**src/rtl/laser_tx_scheduler.sv**
```systemverilog
// ============================================================================
// laser_tx_scheduler
//
// Shares the single laser transmitter between the outbound data queue and the
// echo queue. One source is granted per frame with round-robin arbitration.
// The frame is header, length, up to MAX_PAYLOAD payload bytes popped from the
// granted queue, and an XOR checksum. Bytes go to the serializer over a
// valid/ready handshake.
//
// State     | Meaning
// ----------+-----------------------------------------------------------------
// IDLE      | no frame in flight; arbitrate when enabled and a queue has data
// HEADER    | offering DATA_HDR / ECHO_HDR of the granted source
// LENGTH    | offering the latched payload length
// PAYLOAD   | passing the granted queue head through, popping on each transfer
// CHECKSUM  | offering XOR of header, length and payload; frame count on accept
//
// Ports
//   clock        : sole clock, all state on posedge
//   reset        : synchronous active-low reset
//   enable       : gates the start of new frames only
//   data_q/_size/_empty, data_read : data queue head, count, empty, pop strobe
//   echo_q/_size/_empty, echo_read : echo queue head, count, empty, pop strobe
//   tx_data/tx_valid/tx_ready      : byte stream to the serializer
//   busy         : a frame is in flight
//   grant_echo   : source of the current or last frame (1 = echo)
//   frames_sent  : completed frame count, wraps at 16 bits
// ============================================================================
module laser_tx_scheduler #(
    parameter int unsigned MAX_PAYLOAD = 16,
    parameter logic [7:0]  DATA_HDR    = 8'hD7,
    parameter logic [7:0]  ECHO_HDR    = 8'hE5
) (
    input  logic        clock,
    input  logic        reset,
    input  logic        enable,
    input  logic [7:0]  data_q,
    input  logic [7:0]  data_size,
    input  logic        data_empty,
    output logic        data_read,
    input  logic [7:0]  echo_q,
    input  logic [7:0]  echo_size,
    input  logic        echo_empty,
    output logic        echo_read,
    output logic [7:0]  tx_data,
    output logic        tx_valid,
    input  logic        tx_ready,
    output logic        busy,
    output logic        grant_echo,
    output logic [15:0] frames_sent
);

    localparam logic [7:0] MAX_LEN = 8'(MAX_PAYLOAD);

    typedef enum logic [2:0] {
        ST_IDLE,
        ST_HEADER,
        ST_LENGTH,
        ST_PAYLOAD,
        ST_CHECKSUM
    } state_t;

    state_t      state_q, state_d;
    logic [7:0]  len_q, len_d;
    logic [7:0]  remaining_q, remaining_d;
    logic [7:0]  csum_q, csum_d;
    logic [15:0] frames_sent_q, frames_sent_d;
    logic        grant_echo_q, grant_echo_d;
    logic        last_echo_q, last_echo_d;

    logic [7:0]  src_byte;
    logic        src_empty;
    logic        pick_echo;
    logic [7:0]  pick_size;
    logic [7:0]  pick_len;
    logic        any_ready;

    logic [7:0]  tx_data_int;
    logic        tx_valid_int;
    logic        rd_int;
    logic        xfer;

    // ------------------------------------------------------------------------
    // Source selection and arbitration
    // ------------------------------------------------------------------------
    always_comb begin
        src_byte  = grant_echo_q ? echo_q     : data_q;
        src_empty = grant_echo_q ? echo_empty : data_empty;
        any_ready = !data_empty || !echo_empty;

        // On a tie the source that did not win last time gets the frame.
        if (!data_empty && !echo_empty) begin
            pick_echo = !last_echo_q;
        end else begin
            pick_echo = !echo_empty;
        end

        pick_size = pick_echo ? echo_size : data_size;
        pick_len  = (pick_size > MAX_LEN) ? MAX_LEN : pick_size;
    end

    // ------------------------------------------------------------------------
    // Next-state and output logic
    // ------------------------------------------------------------------------
    always_comb begin
        state_d       = state_q;
        len_d         = len_q;
        remaining_d   = remaining_q;
        csum_d        = csum_q;
        frames_sent_d = frames_sent_q;
        grant_echo_d  = grant_echo_q;
        last_echo_d   = last_echo_q;
        tx_data_int   = 8'h00;
        tx_valid_int  = 1'b0;
        rd_int        = 1'b0;

        case (state_q)
            ST_IDLE: begin
                if (enable && any_ready) begin
                    grant_echo_d = pick_echo;
                    last_echo_d  = pick_echo;
                    len_d        = pick_len;
                    remaining_d  = pick_len;
                    csum_d       = 8'h00;
                    state_d      = ST_HEADER;
                end
            end
            ST_HEADER: begin
                tx_data_int  = grant_echo_q ? ECHO_HDR : DATA_HDR;
                tx_valid_int = 1'b1;
            end
            ST_LENGTH: begin
                tx_data_int  = len_q;
                tx_valid_int = 1'b1;
            end
            ST_PAYLOAD: begin
                // Head byte passes straight through; an empty queue stalls
                // the frame rather than skipping a byte.
                tx_data_int  = src_byte;
                tx_valid_int = !src_empty;
            end
            ST_CHECKSUM: begin
                tx_data_int  = csum_q;
                tx_valid_int = 1'b1;
            end
            default: begin
                state_d = ST_IDLE;
            end
        endcase

        // A low reset masks the handshake in the same cycle so an abandoned
        // frame cannot pop one more byte on its way out.
        xfer = reset && tx_valid_int && tx_ready;

        if (xfer) begin
            case (state_q)
                ST_HEADER: begin
                    csum_d  = csum_q ^ tx_data_int;
                    state_d = ST_LENGTH;
                end
                ST_LENGTH: begin
                    csum_d  = csum_q ^ tx_data_int;
                    // A queue reporting non-empty with a zero count yields an
                    // empty frame rather than an unbounded payload.
                    state_d = (len_q == 8'h00) ? ST_CHECKSUM : ST_PAYLOAD;
                end
                ST_PAYLOAD: begin
                    rd_int      = 1'b1;
                    csum_d      = csum_q ^ tx_data_int;
                    remaining_d = remaining_q - 8'h01;
                    if (remaining_q == 8'h01) begin
                        state_d = ST_CHECKSUM;
                    end
                end
                ST_CHECKSUM: begin
                    frames_sent_d = frames_sent_q + 16'h0001;
                    state_d       = ST_IDLE;
                end
                default: begin
                end
            endcase
        end
    end

    // ------------------------------------------------------------------------
    // State registers
    // ------------------------------------------------------------------------
    always_ff @(posedge clock) begin
        if (!reset) begin
            state_q       <= ST_IDLE;
            len_q         <= 8'h00;
            remaining_q   <= 8'h00;
            csum_q        <= 8'h00;
            frames_sent_q <= 16'h0000;
            grant_echo_q  <= 1'b0;
            last_echo_q   <= 1'b1;
        end else begin
            state_q       <= state_d;
            len_q         <= len_d;
            remaining_q   <= remaining_d;
            csum_q        <= csum_d;
            frames_sent_q <= frames_sent_d;
            grant_echo_q  <= grant_echo_d;
            last_echo_q   <= last_echo_d;
        end
    end

    // ------------------------------------------------------------------------
    // Outputs
    // ------------------------------------------------------------------------
    assign tx_data     = tx_data_int;
    assign tx_valid    = reset && tx_valid_int;
    assign data_read   = rd_int && !grant_echo_q;
    assign echo_read   = rd_int && grant_echo_q;
    assign busy        = (state_q != ST_IDLE);
    assign grant_echo  = grant_echo_q;
    assign frames_sent = frames_sent_q;

endmodule
```
**config.mk**
```make
export PLATFORM = sky130hd
export DESIGN_NAME = laser_tx_scheduler
export DESIGN_NICKNAME = d
export VERILOG_FILES = /design/src/rtl/laser_tx_scheduler.sv
export SDC_FILE = /design/constraint.sdc
export NUM_CORES = 1
export LEC_CHECK = 0
export ABC_CLOCK_PERIOD_IN_PS = 2000
export CAP_MARGIN = 10
export CORE_MARGIN = 1
export CORE_UTILIZATION = 40
export CTS_CLUSTER_SIZE = 40
export DETAILED_ROUTE_END_ITERATION = 8
export PLACE_DENSITY = 0.69
export SLEW_MARGIN = 20
export SYNTH_ARGS = -nofsm -noshare
export SYNTH_HDL_FRONTEND = slang
export SYNTH_SLANG_ARGS = --single-unit
```
**constraint.sdc**
```tcl
create_clock -name clock -period 2 [get_ports clock]
set_input_delay 0.2 -clock clock [delete_from_list [all_inputs] [get_ports clock]]
set_output_delay 0.2 -clock clock [all_outputs]
set_load 0.05 [all_outputs]
```
Word level (Yosys, flattened, before mapping)
Cells that the tools add are included.

storage, ports and cells
  register bits = 45
  input bits = 38
  logic and storage cells = 60
  output and inout port bits = 29

operators by class
  $lt $le $gt $ge = 1
  bitwise logic cells = 1
  mux-type cells = 24
  reduce and logical (&&, ||, !) cells = 20
  equal/unequal tests = 5
  $add $sub $neg = 2

operators with widths
  kind                                                            number
  two-way mux 8 bit                                               11
  case mux 8 bit (4 select lines)                                 1
  adder 16 x 1 -> 16 bit (second input constant)                  1
  two-way mux 3 bit                                               4
  case mux 3 bit (4 select lines)                                 1
  equality test 8 x 1 -> 1 bit (second input constant)            1
  greater-than comparator 8 x 5 -> 1 bit (second input constant)  1
  zero test 8 bit                                                 1
  subtractor 8 x 1 -> 8 bit (second input constant)               1
  XOR 8 bit                                                       1
  equality test 3 x 2 -> 1 bit (second input constant)            2
  logical AND 1 bit                                               6
  two-way mux 6 bit                                               1
  case mux 3 bit (2 select lines)                                 1
  OR reduction 3 bit                                              2
  zero test 1 bit                                                 5
  two-way mux 1 bit                                               4
  AND reduction 2 bit                                             2
  OR reduction 4 bit                                              1
  equality test 3 x 1 -> 1 bit (second input constant)            1
  equality test 3 bit (second input constant)                     1
  zero test 3 bit                                                 1
  nonzero test 3 bit                                              1
  case mux 1 bit (2 select lines)                                 1
  logical OR 1 bit                                                1

Depth between registers and ports, before layout
Gate-level depths: netlist of the first run.

  word-level depth = 10
  gate-level depth with buffers = 6

Least setup slack after synthesis of the first run
Ideal clock, no wire load.

  kind = flip-flop to output port
  start point = register grant_echo_q, in the netlist grant_echo
  end point = output port data_read
  arrival = 2,101 ps
  cell stages (with the launch flop) = 5
  path slack = -301 ps
  path buffers = 1
  cell sequence = dfxtp_1 > buf_2 > mux2i_1 > nand3_1 > nor2_1

on the way
  word-level cells in the longest chain between the ends = 7

ends and longest elaborated chain
  element                          line  text
  from (decl)                      68    logic grant_echo_q, grant_echo_d;
  from (signal assigned)           203   grant_echo_q <= grant_echo_d;
  two-way mux 1 bit                88    src_empty = grant_echo_q ? echo_empty : data_empty;
  zero test 1 bit                  140   tx_valid_int = !src_empty;
  case mux 1 bit (2 select lines)  117   case (state_q)
  logical AND 1 bit (2 in a row)   153   xfer = reset && tx_valid_int && tx_ready;
  two-way mux 1 bit                155   if (xfer) begin
  logical AND 1 bit (*)            213   assign data_read = rd_int && !grant_echo_q;
  to (decl)                        40    output logic data_read,

Mark *: on every way between the ends. The rest lies on a longest branch, timed or not.

Worst setup path in the final report of the first run
  start point = register state_q[1]
  end point = output port tx_valid

on the way
  word-level cells in the longest chain between the ends = 4

ends and longest elaborated chain
  element                                            line  text
  from (decl)                                        63    state_t state_q, state_d;
  from (signal assigned)                             198   state_q <= state_d;
  equality test 3 bit, or another cell as far along  117
  OR reduction 3 bit (no line)                       n/a
  case mux 1 bit (2 select lines) (*)                117
  logical AND 1 bit (*)                              212   assign tx_valid = reset && tx_valid_int;
  to (decl)                                          46    output logic tx_valid,

Marks and branches as above.

==> summary.txt, run 1 <==
Floorplanning
  – FP Rows: 28
  – Total die area: 6760 um2
  – Initial core utilization: 42.5%
  – Die X: a little over 80 um
  – Core area: 6060 um2
  – # IOs: 67
  – Die Height: 82.2 um

Yosys
  – Post-Synth Simple-Gate Area: between 20% and 30%
  – Syn nets: 352
  – Ys flop type: dfxtp_1
  – Syn Inst Count: 311
  – Post-synthesis mux area share: 6.66%
  – Sequential element share of the synthesized area: between 30% and 40%
  – #FFs+latches synth: 45
  – Compound-cell area share of the yosys netlist: 20.8%
  – Post-synthesis adder-cell area fraction: under 10%
  – Mapped Area: roughly 2600 um2
  – Synth Warn #: 0
  – XOR/XNOR Fraction of Synth Area: approximately 2.7%
  – Synth async-reset ratio: 0%
  – EDFF count, synth: 0
  – Synth Area per Inst: 8.28 um2
  – Distinct cells, synth: 55
  – Largest family of logic cells by synthesized area: simple AND/OR/NAND/NOR gates

Critical path
  – Critical path peak fanout: 18
  – CP startpoint kind: register
  – Endpoint type of the worst setup path: output port
  – Setup crit end: tx_valid
  – Worst r2r src: frames_sent[6]
  – Worst setup path startpoint: state_q[1]
  – CP arrival: 1.75 ns
  – Data required time of the worst path: 1.80 ns
  – Crit Reg-Reg Endpoint: frames_sent[15]
  – Critical path's slowest cell: or3_4
  – Crit path largest cell delay: 0.40 ns
  – Worst R2R Path Depth: 4
  – Crit path kind: reg -> out
  – CP cell instances: buf_4 > or3_4 > o211a_1 > and2_1 > buf_12
  – R2R setup slack: 0.26 ns

STA
  – Worst Skew: 0.00729 ns
  – Highest clock rate: 0.512 GHz
  – Final Max Tran Viols: 0
  – Final Cycle Share: 97.6%
  – Hold Fails Final Rpt: 0
  – Crit path time final: 1.95 ns
  – Max-Slew Margin vs Limit: 66.4%
  – Final setup fails: 0
  – Setup_tns: 0 ns
  – Worst Tran Pin Value: 0.503 ns
  – Unrepaired setup endpoints after global routing: no

Power
  – Peak supply drop: 0.369 mV
  – Clock power frac: 31.7%
  – Sw power: 0.000649 W
  – Cell Int Power: 0.00158 W
  – Total power: 0.00223 W
  – Combinational Power Share: 25.9%
  – P_leak: 1.41 nW
  – Switching part of the total power: about 29%
  – Pwr/cell area: about 590 nW/um2
  – Sequential power share: 42.4%

Global route
  – First-pass GRT wire length: 11.2 mm
  – Total global-route track usage: 21.4%
  – Largest net degree at the start of global routing: 21
  – Initial antenna violation count: 0
  – Vias in the first global route: 2509
  – Total grt overflow: 0

Job
  – Max_cap viols: 0

Route
  – Vias/cell: 5.57
  – Initial drt markers: around 140
  – Pre-antenna DRT Iters: 4
  – DR DRC count: 0
  – Final wirelength: 6.85 mm
  – Antenna Nets Post-Route: 0
  – Vias: 2651
  – Wire per inst: 14.4 um

CTS
  – Root buffer cell: clkbuf_8
  – Total CTS buffers: 5
  – Worst-skew pair later-pin latency: 0.31 ns
  – CTS tree: built
  – Maximum clock insertion buffer count: 2
  – H-Tree Depth: 2
  – Num Clock Sinks: between 40 and 50
  – Clock-pin transition on the worst setup and hold timing paths: 0.09 ns

Hold path
  – Hold/Removal Path Class: reg -> reg
  – HP Start: csum_q[5]

Placed design
  – Post-DP HPWL: 5.16 mm
  – PortBufs: 66
  – Gpl congestion: 0.890

Layout
  – Diode count: 0
  – Share of cells above drive strength 1: 19.2%
  – Fin nets: 441
  – P&R area growth vs syn: 45.9%

Status
  – Status: finished clean
==> worst max-delay path: cells and delay by family (launching register included) <==
family                 cells  cell delay [ns]
DFF                        1             0.37
and+or+nand+nor            2             0.59
buffers and inverters      2             0.35
AOI/OAI and AO/OA          1             0.14
==> per-stage QoR <==
stage,hold slack (ns),worst slack (ns),std cells,utilization [%],cell area (um2)
after global placement,0.446,-0.0302,468,59.8,3620
after floorplan,0.360,0.0183,311,-,2590
after detailed placement,0.454,-0.0971,468,59.8,3620
after global routing,0.486,0.000448,476,62.0,3760
final,0.471,0.0479,476,62.0,3760
after CTS,0.467,0.0321,476,61.7,3740
==> worst min path at each step <==
stage | to | cells past startpoint
global placement | csum_q[7] | 1
CTS | csum_q[5] | 1
floorplan | frames_sent[1] | 2
global route | csum_q[0] | 1
finish | csum_q[5] | 1
detailed placement | csum_q[5] | 1
==> synthesized netlist by cell type (4+ instances only) <==
library cell / number / area, um2
dfxtp_1: 45 / 901
nand2_1: 27 / 101
a21oi_1: 25 / 125
mux2i_1: 16 / 160
o21ai_0: 16 / 80.1
nand3_1: 13 / 65.1
nor2_1: 13 / 48.8
clkbuf_1: 10 / 37.5
inv_1: 10 / 37.5
or3_1: 10 / 62.6
nand4_1: 9 / 56.3
and2_1: 8 / 50.1
nand3b_1: 8 / 60.1
nor3_1: 8 / 40.0
a31oi_1: 6 / 37.5
xor2_1: 6 / 52.6
or2_2: 5 / 31.3
a211oi_1: 4 / 30.0
a22o_1: 4 / 35.0
buf_2: 4 / 20.0
o21a_1: 4 / 30.0
o311ai_0: 4 / 35.0
or4_1: 4 / 30.0
==> cell type report <==
class | instances | area [um2]
Fill cell | 546 | 2300
Multi-Input combinational cell | 238 | 1570
Timing Repair Buffer | 100 | 1030
Sequential cell | 45 | 910
Tap cell | 75 | 93.8
Clock buffer | 6 | 72.6
Clock inverter | 2 | 38.8
Inverter | 10 | 37.5
==> metal layers <==
metal	share of wire, %	GRT usage, %	vias to the layer above
met3	4.4	3.08	9
met5	0	0	-
met4	1.3	7.37	0
met1	47	27.7	1220
li1	-	-	1343
met2	47	36.0	79
==> flip-flops by register name, summed over array words and instances, names as in the netlist <==
name	cells
frames_sent	16
remaining_q	8
len_q	8
last_echo_q	1
csum_q	8
grant_echo	1
state_q	3
==> what timing repair did <==
| action | 4_1_cts | 5_1_grt |
|---|---|---|
| endpoints found under the hold margin | 0 | 0 |
| resized for setup | 2 | 5 |
| setup buffers | 0 | 0 |
| pin swaps | 0 | 0 |
| endpoints found under the setup margin | 1 | 5 |
| hold buffers | 0 | 0 |
==> power groups by stage <==
stage / logic, W / registers, W / clock network [W]
floorplan: 0.000290 / 0.000963 / 0
global placement: 0.000564 / 0.000965 / 0
detailed placement: 0.000566 / 0.000966 / 0
CTS: 0.000573 / 0.000945 / 0.000718
global route: 0.000616 / 0.000951 / 0.000753
finish: 0.000578 / 0.000947 / 0.000707
==> cell usage in the layout, fill, tap and decap left out, types with 4 or more instances in the layout <==
| master | synthesis | layout |
|---|---|---|
| clkbuf_8 | 0 | 5 |
| nand2_1 | 27 | 27 |
| dfxtp_1 | 45 | 38 |
| nor3_1 | 8 | 8 |
| a211oi_1 | 4 | 4 |
| nand3b_1 | 8 | 8 |
| a31oi_1 | 6 | 6 |
| buf_4 | 0 | 33 |
| xor2_1 | 6 | 6 |
| nand3_1 | 13 | 13 |
| or4_1 | 4 | 4 |
| dfxtp_2 | 0 | 7 |
| and2_1 | 8 | 7 |
| clkdlybuf4s50_1 | 0 | 54 |
| or3_1 | 10 | 9 |
| nand4_1 | 9 | 9 |
| a21oi_1 | 25 | 25 |
| o311ai_0 | 4 | 4 |
| or2_2 | 5 | 5 |
| mux2i_1 | 16 | 16 |
| o21ai_0 | 16 | 16 |
| inv_1 | 10 | 10 |
| buf_12 | 0 | 11 |
| nor2_1 | 13 | 12 |
| o21a_1 | 4 | 4 |
==> cell families (layout without fill, tap and decap cells) <==
| family | after synthesis | after routing |
|---|---|---|
| DFF | 45 | 45 |
| buffers and inverters | 28 | 118 |
| muxes | 17 | 17 |
| xor gates and xnor gates | 8 | 8 |
| AOI/OAI and AO/OA | 82 | 82 |
| adders and majority gates | 3 | 3 |
| and+or+nand+nor | 128 | 128 |
(Power assumes the default switching activity.)
==> run 2: changes to the inputs <==
--- a/config.mk
+++ b/config.mk
@@ -16,3 +16,4 @@
 export SYNTH_ARGS = -nofsm -noshare
 export SYNTH_HDL_FRONTEND = slang
 export SYNTH_SLANG_ARGS = --single-unit
+export TNS_END_PERCENT = 5
==> summary.txt, run 2 (synthesized netlist as in run 1, its figures left out) <==
Floorplanning
  – Die Height: 82.2 um (unchanged)
  – Core area: 6060 um2 (unchanged)
  – # IOs: 67 (unchanged)
  – Die X: 82.2 um (unchanged)
  – Total die area: 6760 um2 (unchanged)
  – Initial core utilization: 42.5% (unchanged)
  – FP Rows: 28 (unchanged)

Global route
  – Total global-route track usage: 21.5% (was 21.4%)
  – Total grt overflow: 0 (unchanged)
  – First-pass GRT wire length: 11.2 mm (about the same)
  – Vias in the first global route: 2458 (was 2509)
  – Largest net degree at the start of global routing: 21 (unchanged)
  – Initial antenna violation count: 0 (unchanged)

Route
  – Initial drt markers: 116 (was 143)
  – Final wirelength: 6.86 mm (was 6.85 mm)
  – Wire per inst: 14.3 um (was 14.4 um)
  – Pre-antenna DRT Iters: 4 (unchanged)
  – DR DRC count: 0 (unchanged)
  – Vias: 2682 (was 2651)
  – Antenna Nets Post-Route: 0 (unchanged)
  – Vias/cell: 5.60 (was 5.57)

STA
  – Hold WS: 0.473 ns (was 0.471 ns)
  – Unrepaired setup endpoints after global routing: no (unchanged)
  – Max-Slew Margin vs Limit: 66.7% (was 66.4%)
  – Final Cycle Share: 96.3% (was 97.6%)
  – Worst Tran Pin Value: 0.498 ns (was 0.503 ns)
  – Highest clock rate: 0.519 GHz (was 0.512 GHz)
  – Final setup fails: 0 (unchanged)
  – Crit path time final: 1.93 ns (was 1.95 ns)
  – Worst Skew: 0.00520 ns (was 0.00729 ns)
  – Hold Fails Final Rpt: 0 (unchanged)
  – Final Max Tran Viols: 0 (unchanged)

Critical path
  – Crit path kind: in -> out (was reg -> out)
  – R2R setup slack: 0.25 ns (was 0.26 ns)
  – Worst R2R Path Depth: 4 (unchanged)
  – Critical path peak fanout: 6 (was 18)
  – Endpoint type of the worst setup path: output port (unchanged)
  – Crit Reg-Reg Endpoint: frames_sent[15] (unchanged)
  – CP arrival: 1.73 ns (was 1.75 ns)
  – CP startpoint kind: input pin (was register)
  – Worst r2r src: frames_sent[5] (was frames_sent[6])
  – Data required time of the worst path: 1.80 ns (about the same)

Status
  – Status: finished clean (unchanged)

CTS
  – Worst-skew pair later-pin latency: 0.30 ns (was 0.31 ns)
  – Maximum clock insertion buffer count: 2 (unchanged)
  – CTS tree: built (unchanged)
  – Root buffer cell: clkbuf_8 (unchanged)
  – Num Clock Sinks: 45 (unchanged)
  – CTS hold repair buffers: 0 (unchanged)
  – H-Tree Depth: 2 (unchanged)
  – Setup Fix Bufs, Post-CTS: 0 (unchanged)
  – Clock-pin transition on the worst setup and hold timing paths: 0.09 ns (about the same)
  – Total CTS buffers: 5 (unchanged)

Hold path
  – Hold path depth: 1 (unchanged)
  – HP Start: csum_q[2] (was csum_q[5])
  – Hold EP: csum_q[2] (was csum_q[5])
  – Hold/Removal Path Class: reg -> reg (unchanged)

Layout
  – Seq. cell area: 911 um2 (was 910 um2)
  – Fin area: 3790 um2 (was 3760 um2)
  – P&R area growth vs syn: 47.1% (was 45.9%)
  – Share of cells above drive strength 1: 19.3% (was 19.2%)
  – Diode count: 0 (unchanged)
  – Final core utilization: 62.5% (was 62.0%)
  – Max FFs per register: 16 (unchanged)
  – # fillers: 546 (unchanged)
  – Fin nets: 444 (was 441)
  – Most frequent cells in the layout: clkdlybuf4s50_1 (53), dfxtp_1 (41), buf_4 (38), nand2_1 (27), a21oi_1 (25) (was clkdlybuf4s50_1 (54), dfxtp_1 (38), buf_4 (33), nand2_1 (27), a21oi_1 (25))
  – Multi-input gate area: 1570 um2 (about the same)
  – Commonest non-fill, non-tap cell in the layout: clkdlybuf4s50_1 (unchanged)

Power
  – P_leak: 1.43 nW (was 1.41 nW)
  – Peak supply drop: 0.370 mV (was 0.369 mV)
  – Pwr/cell area: 595 nW/um2 (was 594 nW/um2)

Placed design
  – Gpl congestion: 0.863 (was 0.890)
  – Placed cell areas: 3650 um2 (was 3620 um2)
  – Post-DP HPWL: 5.26 mm (was 5.16 mm)
  – PortBufs: 66 (unchanged)

Job
  – Max_cap viols: 0 (unchanged)
run 2: changes by cell type in the layout (fill, tap and decap cells not counted), sizes merged:
cell,before,now
clkinv,1,0
buf,46,50
clkdlybuf4s50,54,53
clkinvlp,0,1
run 2: area by class of cell:
cell class,instances,share of cell area [%]
Clock inverter,2,0.991
Sequential cell,45,24.1
Timing Repair Buffer,103,27.9
Tap cell,75,2.48
Inverter,10,0.991
Clock buffer,6,2.18
Multi-Input combinational cell,238,41.4
run 2: through the flow:
stage                     cells  setup WS, ns  total power, W  setup TNS (ns)
after floorplan             311       -0.0484         0.00125         -0.0484
after global placement      471       -0.0228         0.00153         -0.0346
after detailed placement    471       -0.0781         0.00153          -0.148
after CTS                   479        0.0101         0.00226               0
after global routing        479       0.00525         0.00234               0
final                       479        0.0750         0.00225               0
run 2: worst max-delay path: stages:
cell	delay, ns
clkdlybuf4s50_1	0.56
mux2i_1	0.10
buf_4	0.16
and3_1	0.21
buf_4	0.15
and2_2	0.20
buf_12	0.15
run 2: worst max path at each step:
stage	from	to	cells after the start
4_1_cts	state_q[1]	tx_data[1]	5
6_report	data_empty	echo_read	7
2_1_floorplan	frames_sent[3]	frames_sent[15]	4
5_1_grt	state_q[0]	echo_read	5
3_3_place_gp	data_size[0]	remaining_q[1]	5
3_5_place_dp	data_size[0]	remaining_q[1]	5
run 2: metal layers:
layer	up-vias	global-route usage, %	routed length [um]
met5	-	0	0
met2	65	35.9	3290
li1	1349	-	-
met4	0	6.32	80
met1	1259	28.5	3170
met3	9	3.30	321
run 2: report_power, final:
part | switching [W] | internal [W] | leakage, nW | total, W
clock network | 0.000328 | 0.000407 | 0.0574 | 0.000735
registers | 0.0000311 | 0.000920 | 0.366 | 0.000951
logic | 0.000285 | 0.000283 | 1.00 | 0.000568
run 2: what timing repair did:
action,CTS,global route
cloned,0,0
gates resized for setup,2,4
setup endpoints to repair,7,7
